File: config.mk
export PLATFORM = sky130hd
export DESIGN_NAME = axi4_master
export DESIGN_NICKNAME = d
export VERILOG_FILES = /design/src/rtl/axi4_master.sv
export SDC_FILE = /design/constraint.sdc
export NUM_CORES = 1
export LEC_CHECK = 0
export ABC_CLOCK_PERIOD_IN_PS = 2200
export CELL_PAD_IN_SITES_DETAIL_PLACEMENT = 1
export CELL_PAD_IN_SITES_GLOBAL_PLACEMENT = 2
export CORE_AREA = 2 2 166 168
export CTS_BUF_LIST = sky130_fd_sc_hd__clkbuf_4 sky130_fd_sc_hd__clkbuf_8
export DETAILED_ROUTE_END_ITERATION = 7
export DIE_AREA = 0 0 168 170
export DONT_BUFFER_PORTS = 1
export GPL_ROUTABILITY_DRIVEN = 0
export HOLD_SLACK_MARGIN = 0.03
export PLACE_DENSITY = 0.52
export SLEW_MARGIN = 40
export SYNTH_ARGS = -nofsm -noshare
export SYNTH_HDL_FRONTEND = slang
export SYNTH_SLANG_ARGS = --single-unit
export TNS_END_PERCENT = 100
File: constraint.sdc
create_clock -name clk -period 2.2 [get_ports clk]
set_clock_uncertainty 0.2 [all_clocks]
set_input_delay 0.66 -clock clk [delete_from_list [all_inputs] [get_ports clk]]
set_output_delay 0.66 -clock clk [all_outputs]
set_load 0.02 [all_outputs]
File: src/rtl/axi4_master.sv
// ============================================================================
// Module   : axi4_master
// Purpose  : Single-outstanding AXI4 initiator that bridges a command/response
//            port to AXI4 write (AW+W+B) and read (AR+R) transactions.
//            Define AXI4_MASTER_BURST_EN to enable multi-beat reads (ar_len = cmd_len).
// Revision : 1.0 - initial release
// ============================================================================
`default_nettype none

module axi4_master #(
    parameter int ID_WIDTH   = 11,
    parameter int ADDR_WIDTH = 32,
    parameter int DATA_WIDTH = 32,
    parameter int MASTER_ID  = 0
) (
    input  logic                    clk,
    input  logic                    rst,

    input  logic                    cmd_valid,
    output logic                    cmd_ready,
    input  logic                    cmd_we,
    input  logic [ADDR_WIDTH-1:0]   cmd_addr,
    input  logic [DATA_WIDTH-1:0]   cmd_data,
    input  logic [DATA_WIDTH/8-1:0] cmd_strb,
    input  logic [3:0]              cmd_len,

    output logic                    rsp_valid,
    output logic                    rsp_we,
    output logic [DATA_WIDTH-1:0]   rsp_data,
    output logic [1:0]              rsp_resp,
    output logic                    rsp_last,

    output logic [ID_WIDTH-1:0]     aw_id,
    output logic [ADDR_WIDTH-1:0]   aw_addr,
    output logic [7:0]              aw_len,
    output logic [2:0]              aw_size,
    output logic [1:0]              aw_burst,
    output logic                    aw_lock,
    output logic [3:0]              aw_cache,
    output logic [2:0]              aw_prot,
    output logic [3:0]              aw_qos,
    output logic [3:0]              aw_region,
    output logic [10:0]             aw_user,
    output logic                    aw_valid,
    input  logic                    aw_ready,

    output logic [ID_WIDTH-1:0]     ar_id,
    output logic [ADDR_WIDTH-1:0]   ar_addr,
    output logic [7:0]              ar_len,
    output logic [2:0]              ar_size,
    output logic [1:0]              ar_burst,
    output logic                    ar_lock,
    output logic [3:0]              ar_cache,
    output logic [2:0]              ar_prot,
    output logic [3:0]              ar_qos,
    output logic [3:0]              ar_region,
    output logic [10:0]             ar_user,
    output logic                    ar_valid,
    input  logic                    ar_ready,

    output logic [DATA_WIDTH-1:0]   dw_data,
    output logic [10:0]             dw_strb,
    output logic                    dw_last,
    output logic [10:0]             dw_user,
    output logic                    dw_valid,
    input  logic                    dw_ready,

    input  logic [ID_WIDTH-1:0]     dr_id,
    input  logic [DATA_WIDTH-1:0]   dr_data,
    input  logic [1:0]              dr_resp,
    input  logic                    dr_last,
    input  logic [10:0]             dr_user,
    input  logic                    dr_valid,
    output logic                    dr_ready,

    input  logic [ID_WIDTH-1:0]     b_id,
    input  logic [1:0]              b_resp,
    input  logic [10:0]             b_user,
    input  logic                    b_valid,
    output logic                    b_ready
);

    localparam int STRB_WIDTH = DATA_WIDTH / 8;

    localparam logic [2:0] S_IDLE = 3'd0;
    localparam logic [2:0] S_WR   = 3'd1;
    localparam logic [2:0] S_WB   = 3'd2;
    localparam logic [2:0] S_RA   = 3'd3;
    localparam logic [2:0] S_RD   = 3'd4;

    logic [2:0]            state_q, state_d;
    logic [ADDR_WIDTH-1:0] addr_q, addr_d;
    logic [DATA_WIDTH-1:0] data_q, data_d;
    logic [STRB_WIDTH-1:0] strb_q, strb_d;
    logic                  aw_done_q, aw_done_d;
    logic                  w_done_q, w_done_d;
    logic                  rsp_valid_q, rsp_valid_d;
    logic                  rsp_we_q, rsp_we_d;
    logic [DATA_WIDTH-1:0] rsp_data_q, rsp_data_d;
    logic [1:0]            rsp_resp_q, rsp_resp_d;
    logic                  rsp_last_q, rsp_last_d;

    // A channel counts as done once its handshake happened this or an earlier cycle.
    logic w_aw_ok;
    logic w_w_ok;
    assign w_aw_ok = aw_done_q | (aw_valid & aw_ready);
    assign w_w_ok  = w_done_q  | (dw_valid & dw_ready);

    // ------------------------------------------------------------------ FSM
    always_ff @(posedge clk or negedge rst) begin
        if (!rst) state_q <= S_IDLE;
        else      state_q <= state_d;
    end

    always_comb begin
        state_d = state_q;
        case (state_q)
            S_IDLE: if (cmd_valid) state_d = cmd_we ? S_WR : S_RA;
            S_WR:   if (w_aw_ok && w_w_ok) state_d = S_WB;
            S_WB:   if (b_valid) state_d = S_IDLE;
            S_RA:   if (ar_ready) state_d = S_RD;
            S_RD:   if (dr_valid && dr_last) state_d = S_IDLE;
            default: state_d = S_IDLE;
        endcase
    end

    always_comb begin
        cmd_ready = (state_q == S_IDLE) & rst;
        aw_valid  = (state_q == S_WR) & ~aw_done_q;
        dw_valid  = (state_q == S_WR) & ~w_done_q;
        b_ready   = (state_q == S_WB);
        ar_valid  = (state_q == S_RA);
        dr_ready  = (state_q == S_RD);
    end

    // ------------------------------------------------------------ datapath
    always_comb begin
        addr_d      = addr_q;
        data_d      = data_q;
        strb_d      = strb_q;
        aw_done_d   = aw_done_q;
        w_done_d    = w_done_q;
        rsp_valid_d = 1'b0;
        rsp_we_d    = 1'b0;
        rsp_data_d  = '0;
        rsp_resp_d  = 2'b00;
        rsp_last_d  = 1'b0;
        case (state_q)
            S_IDLE: begin
                if (cmd_valid) begin
                    addr_d    = cmd_addr;
                    data_d    = cmd_data;
                    strb_d    = cmd_strb;
                    aw_done_d = 1'b0;
                    w_done_d  = 1'b0;
                end
            end
            S_WR: begin
                aw_done_d = w_aw_ok;
                w_done_d  = w_w_ok;
            end
            S_WB: begin
                if (b_valid) begin
                    rsp_valid_d = 1'b1;
                    rsp_we_d    = 1'b1;
                    rsp_last_d  = 1'b1;
                    rsp_resp_d  = b_resp;
                end
            end
            S_RD: begin
                if (dr_valid) begin
                    rsp_valid_d = 1'b1;
                    rsp_data_d  = dr_data;
                    rsp_resp_d  = dr_resp;
                    rsp_last_d  = dr_last;
                end
            end
            default: ;
        endcase
    end

    always_ff @(posedge clk or negedge rst) begin
        if (!rst) begin
            addr_q      <= '0;
            data_q      <= '0;
            strb_q      <= '0;
            aw_done_q   <= 1'b0;
            w_done_q    <= 1'b0;
            rsp_valid_q <= 1'b0;
            rsp_we_q    <= 1'b0;
            rsp_data_q  <= '0;
            rsp_resp_q  <= 2'b00;
            rsp_last_q  <= 1'b0;
        end else begin
            addr_q      <= addr_d;
            data_q      <= data_d;
            strb_q      <= strb_d;
            aw_done_q   <= aw_done_d;
            w_done_q    <= w_done_d;
            rsp_valid_q <= rsp_valid_d;
            rsp_we_q    <= rsp_we_d;
            rsp_data_q  <= rsp_data_d;
            rsp_resp_q  <= rsp_resp_d;
            rsp_last_q  <= rsp_last_d;
        end
    end

`ifdef AXI4_MASTER_BURST_EN
    logic [3:0] len_q, len_d;

    always_comb begin
        len_d = len_q;
        if (state_q == S_IDLE && cmd_valid) len_d = cmd_len;
    end

    always_ff @(posedge clk or negedge rst) begin
        if (!rst) len_q <= 4'd0;
        else      len_q <= len_d;
    end

    assign ar_len = {4'b0000, len_q};

    logic w_unused_inputs;
    assign w_unused_inputs = ^{b_id, b_user, dr_id, dr_user};
`else
    assign ar_len = 8'd0;

    logic w_unused_inputs;
    assign w_unused_inputs = ^{b_id, b_user, dr_id, dr_user, cmd_len};
`endif

    // ------------------------------------------------------------- outputs
    assign rsp_valid = rsp_valid_q;
    assign rsp_we    = rsp_we_q;
    assign rsp_data  = rsp_data_q;
    assign rsp_resp  = rsp_resp_q;
    assign rsp_last  = rsp_last_q;

    assign aw_id     = ID_WIDTH'(MASTER_ID);
    assign aw_addr   = addr_q;
    assign aw_len    = 8'd0;
    assign aw_size   = 3'b010;
    assign aw_burst  = 2'b01;
    assign aw_lock   = 1'b0;
    assign aw_cache  = 4'd0;
    assign aw_prot   = 3'd0;
    assign aw_qos    = 4'd0;
    assign aw_region = 4'd0;
    assign aw_user   = 11'd0;

    assign ar_id     = ID_WIDTH'(MASTER_ID);
    assign ar_addr   = addr_q;
    assign ar_size   = 3'b010;
    assign ar_burst  = 2'b01;
    assign ar_lock   = 1'b0;
    assign ar_cache  = 4'd0;
    assign ar_prot   = 3'd0;
    assign ar_qos    = 4'd0;
    assign ar_region = 4'd0;
    assign ar_user   = 11'd0;

    assign dw_data   = data_q;
    assign dw_strb   = 11'(strb_q);
    assign dw_last   = 1'b1;
    assign dw_user   = 11'd0;

endmodule

`default_nettype wire

==> flow_summary.json, run 1 <==
{
  "max_stage_delay_ns": 0.47,
  "synth_cell_types": 28,
  "leakagePower_nw": 2.54,
  "cts_tree": "done",
  "rsz0062_at_grt": "yes",
  "cts-root-buf": "clkbuf_8",
  "final_cells": 735,
  "syn2layout_area_growth_pct": -0.214,
  "fin_area_um2": 5250,
  "drtIter0Drc": 108,
  "htreeDepth": 3,
  "crit_fanout": 6,
  "fin_ws_ns": -0.00706,
  "nets": 550,
  "status": "complete, but fails checks",
  "drc": 0,
  "hold_slack_ns": -0.258,
  "period_minus_slack_ns": 2.21,
  "drive_above_1_share_pct": 28.2,
  "drt_pass1_iterations": 4,
  "synthCells": 416,
  "grt_antenna_before_repair": 1,
  "avgSynthCellArea_um2": 12.6,
  "dieArea_um2": 28600,
  "cp_slowest_cell": "dfrtp_2",
  "ys_seq_elements": 110,
  "setup_tns_ns": -0.00706,
  "critPathKind": "reg -> out",
  "core_um2": 26700,
  "hold_class": "in -> async",
  "cts.reportedPaths.clkPinSlew_ns": 0.14,
  "dpl.hpwl_mm": 8.94,
  "clk_latency_ns": 0.38,
  "ir_drop_v": 0.000338,
  "first_global_vias": 2585,
  "io_pins": 426,
  "clock_sinks": 110,
  "setup_viol": 1,
  "failed_checks": "negative hold slack, negative setup slack",
  "fin_total_pwr_w": 0.00794,
  "setup.worst_path.start_class": "flip-flop",
  "cts-buffers-inserted": 9,
  "die-height_um": 170,
  "grt_overflow": 0,
  "dieWidth_um": 168,
  "crit_family": "flip-flops",
  "cap_violations": 0,
  "fmax_ghz": 0.453,
  "worst_ep_required_time_ns": 1.34,
  "slew_violations": 0,
  "cp_num_buf_inv": 2,
  "cts_buffer_depth": 2,
  "drtAntennaViolNets": 0,
  "p_per_area_nw_per_um2": 1510,
  "period_share_pct": 100,
  "grtUsageTotal_pct": 7.78,
  "crit_path_end_kind": "primary output",
  "via_count": 2557,
  "dp_cells": 714,
  "final_hold_viol_count": 110,
  "grt_max_degree": 112,
  "grt_pass1_wl_mm": 16.4,
  "rows": 60,
  "cp.arrival_ns": 1.35,
  "routed_via_density": 3.48,
  "start_util_pct": 19.7,
  "ys_warn_count": 0,
  "wl_mm": 11.9,
  "wl_per_cell_um": 16.2,
  "place_area_um2": 4950,
  "portBuffers": 0,
  "ys_seq_area_share_pct": 52.3,
  "crit_path_cell_trace": "buf_6 -> nand2b_4 -> nor3_2 -> buf_4",
  "syn_area_um2": 5260
}
worst register-to-register path: stages, from the launching register on:
cell and delay (ns):
dfrtp_1 0.43, buf_4 0.14, nor3_2 0.15, and2_4 0.19
buf_12 0.27, mux2_2 0.48
timing repair:
| action | in CTS | in global routing |
|---|---|---|
| endpoints found under the hold margin | 110 | 110 |
| pin swaps | 0 | 1 |
| buffers inserted | 4 | 0 |
| gates resized for setup | 12 | 4 |
| endpoints found under the setup margin | 6 | 6 |
| cloned | 0 | 0 |
state kept, by name, summed over array words and instances (netlist names):
name and count:
ar_addr 32, rsp_last 1, state_q 3, dw_data 32, rsp_valid 1, rsp_resp 2
w_done_q 1, rsp_we 1, aw_done_q 1, rsp_data 32, strb_q 4
Yosys cell counts:
| cell type | number | area [um^2] |
|---|---|---|
| a31o_2 | 1 | 8.76 |
| and3_1 | 33 | 206 |
| a22o_1 | 5 | 43.8 |
| clkbuf_1 | 7 | 26.3 |
| buf_4 | 159 | 1190 |
| o221ai_1 | 1 | 8.76 |
| mux2_2 | 60 | 676 |
| nor3b_2 | 1 | 12.5 |
| buf_8 | 2 | 30.0 |
| a21o_1 | 2 | 15.0 |
| o22ai_1 | 1 | 6.26 |
| mux2_4 | 9 | 135 |
| and2_1 | 4 | 25.0 |
| dfrtp_1 | 110 | 2750 |
| o211ai_1 | 1 | 7.51 |
| a21oi_1 | 1 | 5.00 |
| nor2_1 | 3 | 11.3 |
| nand2b_1 | 2 | 12.5 |
| a221oi_1 | 1 | 8.76 |
| nor3_2 | 1 | 10.0 |
| nand2_1 | 3 | 11.3 |
| nor3_1 | 2 | 10.0 |
| nor2b_1 | 1 | 6.26 |
| conb_1 | 2 | 7.51 |
| or2_2 | 1 | 6.26 |
| and2_4 | 1 | 8.76 |
| buf_2 | 1 | 5.00 |
| buf_6 | 1 | 11.3 |
path summary, 6_finish.rpt:
check                                        from                endpoint  slack (ns)  depth (start not counted)
hold reg to reg             aw_done_q$_DFFE_PN0P_   aw_done_q$_DFFE_PN0P_        0.45                          1
hold / removal                                rst  rsp_data[28]$_DFF_PN0_       -0.26                          0
setup / recovery           state_q[0]$_DFFE_PN0P_                aw_valid      -0.007                          4
min in group clk                        b_resp[1]   rsp_resp[1]$_DFF_PN0_        0.18                          1
max in group asynchronous                     rst   strb_q[0]$_DFFE_PN0P_        1.92                          0
setup reg to reg           state_q[1]$_DFFE_PN0P_  dw_data[3]$_DFFE_PN0P_        0.23                          5
cell type report:
class,count,area [um^2]
clock buffer,9,124
fill,3023,21400
tap,341,427
multi-input combinational,255,1720
timing repair buffer,12,118
sequential,110,2760
antenna,1,2.50
clock inverter,7,101
report_power, final:
group	switching, W	leakage (nW)	total [W]	internal [W]
clock	0.000813	0.109	0.00138	0.000570
combinational	0.000835	1.06	0.00187	0.00103
sequential	0.00194	1.37	0.00469	0.00275
metal layers:
layer / GRT usage, % / routed length (um) / part of all wire [%] / up-vias
li1: - / - / - / 1044
met1: 7.27 / 3770 / 32 / 1278
met2: 14.2 / 6360 / 53 / 222
met3: 4.12 / 1610 / 14 / 13
met4: 3.29 / 194 / 1.6 / 0
met5: 0 / 0 / 0 / -
placed cells by master, fill, tap and decap left out, types with 2 or more instances in the layout:
cell type | synthesis | routed
inv_8 | 0 | 2
conb_1 | 2 | 121
mux2_4 | 9 | 9
mux2_2 | 60 | 60
clkbuf_8 | 0 | 9
nand2_1 | 3 | 3
dfrtp_2 | 0 | 2
dfrtp_1 | 110 | 108
and3_1 | 33 | 33
buf_6 | 1 | 4
nor2_1 | 3 | 3
buf_4 | 159 | 7
and2_4 | 1 | 4
nor3_2 | 1 | 3
a22o_1 | 5 | 5
a21o_1 | 2 | 2
logic make-up after synthesis:
kind of cell / synth area share, %
muxes: 15.4
other: 0.143
AOI/OAI and AO/OA: 1.97
buffers and inverters: 24.1
and+or+nand+nor: 6.09
DFF: 52.3
through the flow:
| stage | setup WS (ns) | util (%) |
|---|---|---|
| after CTS | -0.0445 | 19.7 |
| after floorplan | 0.116 | - |
| final | -0.00706 | 19.7 |
| after global routing | -0.0613 | 19.7 |
| after detailed placement | 0.243 | 18.6 |
| after global placement | 0.273 | 18.6 |
Note: power is estimated with default switching activity, not from simulation.
==> inputs of run 2 (changes only) <==
--- a/config.mk
+++ b/config.mk
@@ -6,6 +6,7 @@
 export NUM_CORES = 1
 export LEC_CHECK = 0
 export ABC_CLOCK_PERIOD_IN_PS = 2200
+export CAP_MARGIN = 15
 export CELL_PAD_IN_SITES_DETAIL_PLACEMENT = 1
 export CELL_PAD_IN_SITES_GLOBAL_PLACEMENT = 2
 export CORE_AREA = 2 2 166 168
@@ -16,7 +17,8 @@
 export GPL_ROUTABILITY_DRIVEN = 0
 export HOLD_SLACK_MARGIN = 0.03
 export PLACE_DENSITY = 0.52
-export SLEW_MARGIN = 40
+export SETUP_SLACK_MARGIN = 0.15
+export SLEW_MARGIN = 15
 export SYNTH_ARGS = -nofsm -noshare
 export SYNTH_HDL_FRONTEND = slang
 export SYNTH_SLANG_ARGS = --single-unit
==> run 2 against run 1 <==
The flow still finishes with violations (negative hold slack, negative setup slack). Worst setup slack improved by 0.0017 ns. Register-to-register slack improved by 0.05 ns. Cell area rose by 0.88%. Routed wire length increased by 2.1%. Sequential power hardly changed. Cell count up 0.68%. Clock power decreased by 11%. First-iteration DRC count fell by 41%. Critical path depth fell by 1. Via count increased by 0.86%. Global-route usage fell by 0.078 points.
==> flow_summary.json, run 2 (synthesized netlist as in run 1, its figures left out) <==
{
  "ff2ff_setup_slack_ns": 0.28,
  "leakagePower_nw": 2.56,
  "dp_cells": 714,
  "hold_class": "in -> async",
  "drtIter0Drc": 64,
  "final_cells": 740,
  "final_cell_mix": "conb_1, dfrtp_1, mux2_2, and3_1",
  "dieArea_um2": 28600,
  "drc": 0,
  "grt_max_degree": 112,
  "drive_above_1_share_pct": 29.0,
  "nets": 553,
  "grt_pass1_wl_mm": 16.5,
  "grt_overflow": 0,
  "fin_ws_ns": -0.00533,
  "final_hold_viol_count": 110,
  "syn2layout_area_growth_pct": 0.666,
  "cts-buffers-inserted": 9,
  "worst_ep_required_time_ns": 1.34,
  "dpl.hpwl_mm": 8.75,
  "failed_checks": "negative hold slack, negative setup slack",
  "die-height_um": 170,
  "fmax_ghz": 0.453,
  "crit_fanout": 6,
  "period_minus_slack_ns": 2.21,
  "p_per_area_nw_per_um2": 1500,
  "wl_per_cell_um": 16.5,
  "slew_violations": 0,
  "cts.reportedPaths.clkPinSlew_ns": 0.12,
  "cp.arrival_ns": 1.35,
  "cts-root-buf": "clkbuf_8",
  "grt_antenna_before_repair": 2,
  "status": "complete, but fails checks",
  "wl_mm": 12.2,
  "start_util_pct": 19.7,
  "core_um2": 26700,
  "rows": 60,
  "layout_commonest_cell": "conb_1",
  "first_global_vias": 2639,
  "cap_violations": 0,
  "setup_tns_ns": -0.00533,
  "setup_viol": 1,
  "drt_pass1_iterations": 4,
  "rsz0062_at_grt": "yes",
  "portBuffers": 0,
  "cts_buffer_depth": 2,
  "crit_path_end_kind": "primary output",
  "clock_sinks": 110,
  "ir_drop_v": 0.000394,
  "period_share_pct": 100,
  "clk_latency_ns": 0.38,
  "nFillCells": 3033,
  "cts_tree": "done",
  "place_area_um2": 4950,
  "hold_slack_ns": -0.251,
  "htreeDepth": 3,
  "routed_via_density": 3.49,
  "dieWidth_um": 168,
  "via_count": 2579,
  "io_pins": 426,
  "grtUsageTotal_pct": 7.70,
  "drtAntennaViolNets": 0,
  "setup.worst_path.start_class": "flip-flop",
  "dp_worst_setup_slack_ns": 0.210,
  "fin_area_um2": 5300,
  "critPathKind": "reg -> out"
}
==> run 2: final timing paths <==
check	startpoint	to	cells past startpoint
max	state_q[0]$_DFFE_PN0P_	dr_ready	3
min	rst	dw_data[17]$_DFFE_PN0P_	0
max reg2reg	state_q[2]$_DFFE_PN0P_	dw_data[31]$_DFFE_PN0P_	4
min reg2reg	state_q[1]$_DFFE_PN0P_	state_q[1]$_DFFE_PN0P_	2
max in group asynchronous	rst	strb_q[0]$_DFFE_PN0P_	0
min in group clk	ar_ready	state_q[2]$_DFFE_PN0P_	1
==> run 2: worst max-delay path, stage by stage, from the launching register on <==
cell     delay [ns]
dfrtp_2        0.48
buf_6          0.14
nor3b_4        0.17
buf_6          0.17
==> run 2: routing by layer <==
layer,share of wire [%],GRT usage (%),up-vias
met2,52,13.5,236
met4,3.3,4.12,0
met3,12,3.93,20
met1,33,7.36,1263
li1,-,-,1060
met5,0,0,-
==> run 2: area by class of cell <==
cell class | count | area (um^2) | area share (%)
Clock buffer | 9 | 124 | 2.34
Multi-Input combinational cell | 255 | 1740 | 32.8
Timing Repair Buffer | 15 | 169 | 3.19
Antenna cell | 3 | 7.51 | 0.142
Clock inverter | 7 | 77.6 | 1.46
Sequential cell | 110 | 2760 | 52.0
Tap cell | 341 | 427 | 8.06
==> run 2: metrics by stage <==
step / total power [W] / utilization, %
global route: 0.00838 / 19.9
global placement: 0.00645 / 18.6
detailed placement: 0.00652 / 18.6
floorplan: 0.00665 / -
finish: 0.00793 / 19.9
CTS: 0.00794 / 19.6
==> run 2: repair_timing <==
item	4_1_cts	5_1_grt
endpoints found under the setup margin	6	24
resized for setup	15	6
gates cloned	0	1
pin swaps	3	1
hold endpoints to repair	110	110
setup buffers	5	1
==> run 2: where the power goes <==
part,leakage (nW),internal (W),switching (W)
logic,1.08,0.00110,0.000890
clock network,0.103,0.000450,0.000777
registers,1.37,0.00275,0.00197
